--- src/rtl/pipe_adder.sv ---
// Pipelined carry-segmented adder/subtractor with valid/ready flow control.
// Each pipeline stage resolves one carry segment; all result bits of a beat leave together.
module pipe_adder #(
   parameter int WIDTH  = 114,
   parameter int STAGES = 4
) (
   input  logic             clk,
   input  logic             rst,
   input  logic             in_valid,
   output logic             in_ready,
   input  logic [WIDTH-1:0] a,
   input  logic [WIDTH-1:0] b,
   input  logic             sub,
   output logic             out_valid,
   input  logic             out_ready,
   output logic [WIDTH:0]   sum
);
   localparam int SEG = (WIDTH + STAGES - 1) / STAGES;

   logic             stall;
   logic [STAGES:0]  vld_p;
   logic [WIDTH-1:0] a_p   [STAGES];
   logic [WIDTH-1:0] b_p   [STAGES];
   logic             cy_p  [STAGES+1];
   logic [WIDTH-1:0] ps_p  [1:STAGES];
   logic [WIDTH:0]   seg_r [1:STAGES];

   // Adds one segment in place: returns {carry_out, segment bits at their own position}.
   // A segment that starts past the top bit is empty and passes the carry through.
   function automatic logic [WIDTH:0] seg_add(input logic [WIDTH-1:0] x,
                                              input logic [WIDTH-1:0] y,
                                              input logic             cin,
                                              input int               idx);
      int               lo;
      int               hi;
      logic [WIDTH-1:0] m;
      logic [WIDTH:0]   t;
      logic [WIDTH:0]   tc;
      lo = idx * SEG;
      hi = (lo + SEG < WIDTH) ? lo + SEG : WIDTH;
      if (hi < lo)
         hi = lo;
      m  = ({WIDTH{1'b1}} << lo) & ~({WIDTH{1'b1}} << hi);
      t  = {1'b0, (x & m) >> lo} + {1'b0, (y & m) >> lo} + {{WIDTH{1'b0}}, cin};
      tc = t >> (hi - lo);
      return {tc[0], (t[WIDTH-1:0] << lo) & m};
   endfunction

   assign stall     = vld_p[STAGES] & ~out_ready;
   assign in_ready  = ~stall;
   assign out_valid = vld_p[STAGES];
   assign sum       = {cy_p[STAGES], ps_p[STAGES]};

   // Stage 1..STAGES: segment s-1 plus the sum bits already resolved upstream
   always_comb begin
      for (int s = 1; s <= STAGES; s++) begin
         seg_r[s] = seg_add(a_p[s-1], b_p[s-1], cy_p[s-1], s - 1);
         if (s > 1)
            seg_r[s][WIDTH-1:0] = seg_r[s][WIDTH-1:0] | ps_p[(s > 1) ? s - 1 : 1];
      end
   end

   always_ff @(posedge clk) begin
      if (rst)
         vld_p <= '0;
      else if (!stall)
         vld_p <= {vld_p[STAGES-1:0], in_valid};
   end

   // Stage 0 registers the beat; subtraction is folded in as ~b with carry-in 1,
   // so the sub bit rides with its beat through the inverted operand and the carry chain.
   always_ff @(posedge clk) begin
      if (rst) begin
         cy_p[STAGES] <= 1'b0;
         ps_p[STAGES] <= '0;
      end else if (!stall) begin
         if (in_valid) begin
            a_p[0]  <= a;
            b_p[0]  <= sub ? ~b : b;
            cy_p[0] <= sub;
         end
         for (int s = 1; s < STAGES; s++) begin
            if (vld_p[s-1]) begin
               a_p[s] <= a_p[s-1];
               b_p[s] <= b_p[s-1];
            end
         end
         for (int s = 1; s <= STAGES; s++) begin
            if (vld_p[s-1]) begin
               cy_p[s] <= seg_r[s][WIDTH];
               ps_p[s] <= seg_r[s][WIDTH-1:0];
            end
         end
      end
   end
endmodule

--- config.mk ---
export PLATFORM = sky130hd
export DESIGN_NAME = pipe_adder
export DESIGN_NICKNAME = d
export VERILOG_FILES = /design/src/rtl/pipe_adder.sv
export SDC_FILE = /design/constraint.sdc
export NUM_CORES = 1
export LEC_CHECK = 0
export ABC_AREA = 1
export BUFFER_PORTS_ARGS = -buffer_cell sky130_fd_sc_hd__buf_2
export CAP_MARGIN = 0
export CORE_UTILIZATION = 40
export DETAILED_ROUTE_END_ITERATION = 6
export HOLD_SLACK_MARGIN = 0.05
export PLACE_DENSITY = 0.67
export REMOVE_ABC_BUFFERS = 1
export SYNTH_ARGS = -nofsm -noshare
export SYNTH_HDL_FRONTEND = slang
export SYNTH_SLANG_ARGS = --single-unit
export TNS_END_PERCENT = 100
--- constraint.sdc ---
create_clock -name clk -period 17.3 [get_ports clk]
set_input_delay 2.595 -clock clk [delete_from_list [all_inputs] [get_ports clk]]
set_output_delay 2.595 -clock clk [all_outputs]
set_load 0.02 [all_outputs]
==> qor.yml <==
status: "completed"
synth.top_cell.area_share_pct: 70.83
clkLatencyLatePin_ns: 0.65
layout.cells.non_filler: 4391
drive_above_1_share_pct: 17.29
critPathLaunchType: "input pin"
cp_max_fo: 7
start_util_pct: 40.37
ctsResizeCount: 0
synth_area_um2: 36330
first_iter_violations: 1124
syn_area_per_cell_um2: 12.83
cp_data_arrival_time_ns: 3.12
synth_xor_area_share_pct: 3.736
synth.distinct_cells: 39
powerDensity_nw_per_um2: 108.5
cts_tree: "done"
dp_cells: 4229
grt_pass1_wl_um: 107500
min_path_type: "reg2reg"
hold_slack_ns: 0.3817
htree_levels: 3
finalPower_mw: 4.513
synth_top_family_by_area: "simple AND/OR/NAND/NOR gates"
end_kind: "primary output"
die_x_um: 303.4
synth-edff-count: 857
finalClockSkew_ns: 0.03967
cts_buffer_depth: 3
drv_cap: 0
path_class: "in2out"
syn_inst: 2832
antenna_found_initial: 2
diodes: 0
fin_crit_sh_pct: 33.02
synthTopCellsByCount: "edfxtp_1, nand2_1, inv_1, nor2_1, xor2_1"
die_area_um2: 92050
core_um2: 90010
syn2layout_area_growth_pct: 14.43
fmax_mhz: 175.0
ant_nets: 0
nets: 3494
hold_viol_final: 0
clk_pin_slew_ns: 0.06
yosys_warnings: 0
synth_compound_area_share_pct: 3.065
numClockSinks: 862
synth_ff_type: "edfxtp_1"
grt_pass1_vias: 19700
worstPathRequired_ns: 14.70
cts_setup_buffers: 0
postCtsHoldBufs: 0
drt_wl_total_um: 70860
drv_slew: 0
num_io_pins: 350
track_usage_pct: 15.38
dp_hpwl_um: 51250
grt_max_degree: 172
die_h_um: 303.4
rows: 110
cts_buffers: 88
cts_root_buf: "clkbuf_16"
tightestPinTransition_ns: 1.064
grt_setup_unrepaired: "false"
yosys-top-cells-area: "edfxtp_1, nand2_1, ha_1"
power.leakage_nw: 16.93
setup_tns_ns: 0
routed_via_density: 4.579
dr.pass1.iters: 5
synthAdderAreaFrac_pct: 4.229
synthMuxAreaShare_pct: 0
setup_viol: 0
port_buffers: 349
grt_overflow: 0
ir_drop_mv: 0.08768
drc_errors: 0
synth_top_area_cell: "edfxtp_1"
place.gp.congestion: 0.8656
avgRoutedWirePerCell_um: 16.14
relSlewSlack_pct: 29.07
vias: 20110
finalCriticalPeriod_ns: 5.713
synthSimpleGateAreaFrac_pct: 11.54
synth_most_common_cell: "edfxtp_1"
yosysSeqAreaShare_pct: 71.10
ys_ff_latch: 862
async_flop_share_pct: 0
critical path, stage by stage:
cell    delay, ns
buf_2        0.11
nor2_4       0.17
inv_4        0.07
buf_2        0.16
metal layers:
layer	part of all wire, %	global-route usage [%]	vias to the layer above
li1	-	-	10110
met1	45	20.67	9453
met2	47	25.14	459
met3	5.3	2.706	83
met4	2.4	5.381	2
met5	0.014	0	-
report_power, final:
group	internal (mW)	leakage [nW]	switching [mW]
combinational	0.0825	7.49	0.167
clock	1.09	1.39	0.780
sequential	2.38	8.05	0.0212
total	3.55	16.9	0.967
layout by cell type (no fill, tap or decap), types with 11 or more instances in the layout:
cell         n
nand3_1     90
nand4_1     24
nor2_2      11
clkinv_1    18
ha_1       110
edfxtp_1   857
buf_2      348
clkbuf_16   91
inv_1      337
nand2_2     23
clkinv_2    18
nor3_1      12
o21ai_0     34
clkbuf_1    13
a21oi_1    126
nand2_1    575
xor2_1     151
nor2_1     249
o21bai_1    18
buf_4       12
state kept, by name, indices dropped and copies added (netlist names):
name,count
vld_p,5
b_p,282
cy_p,5
ps_p,288
a_p,282
area by class of cell:
| class | count | area (µm²) |
|---|---|---|
| clock buffer | 104 | 2326 |
| clock inverter | 58 | 555.5 |
| fill | 8144 | 48430 |
| inverter | 342 | 1287 |
| multi-input combinational | 1487 | 8239 |
| sequential | 862 | 25830 |
| tap | 1176 | 1471 |
| timing repair buffer | 362 | 1863 |
kinds of logic (layout without fill, tap and decap cells):
kind of cell	after synthesis	after routing
AO/OA/AOI/OAI	203	203
XOR/XNOR	155	155
adder cells (fa/ha/maj)	118	118
buffers and inverters	483	866
flip-flops	862	862
AND/OR/NAND/NOR	1011	1011
worst paths after layout:
check                                   from      endpoint  slack (ns)  cells past startpoint
worst max-delay path               out_ready      in_ready       11.59                      4
worst max register to register      vld_p[4]    b_p[0][54]       14.08                      7
worst min-delay path            ps_p[0][273]  ps_p[0][387]        0.38                      0
worst min register to register  ps_p[0][273]  ps_p[0][387]        0.38                      0
through the flow:
| step | utilization [%] | worst slack (ns) | cell area [µm²] |
|---|---|---|---|
| floorplan | - | 4.169 | 35320 |
| global placement | 42.99 | 11.61 | 38700 |
| detailed placement | 42.99 | 11.59 | 38700 |
| CTS | 46.19 | 11.59 | 41580 |
| global route | 46.19 | 11.56 | 41580 |
| finish | 46.19 | 11.59 | 41580 |
Power figures use the tool's default switching activity.
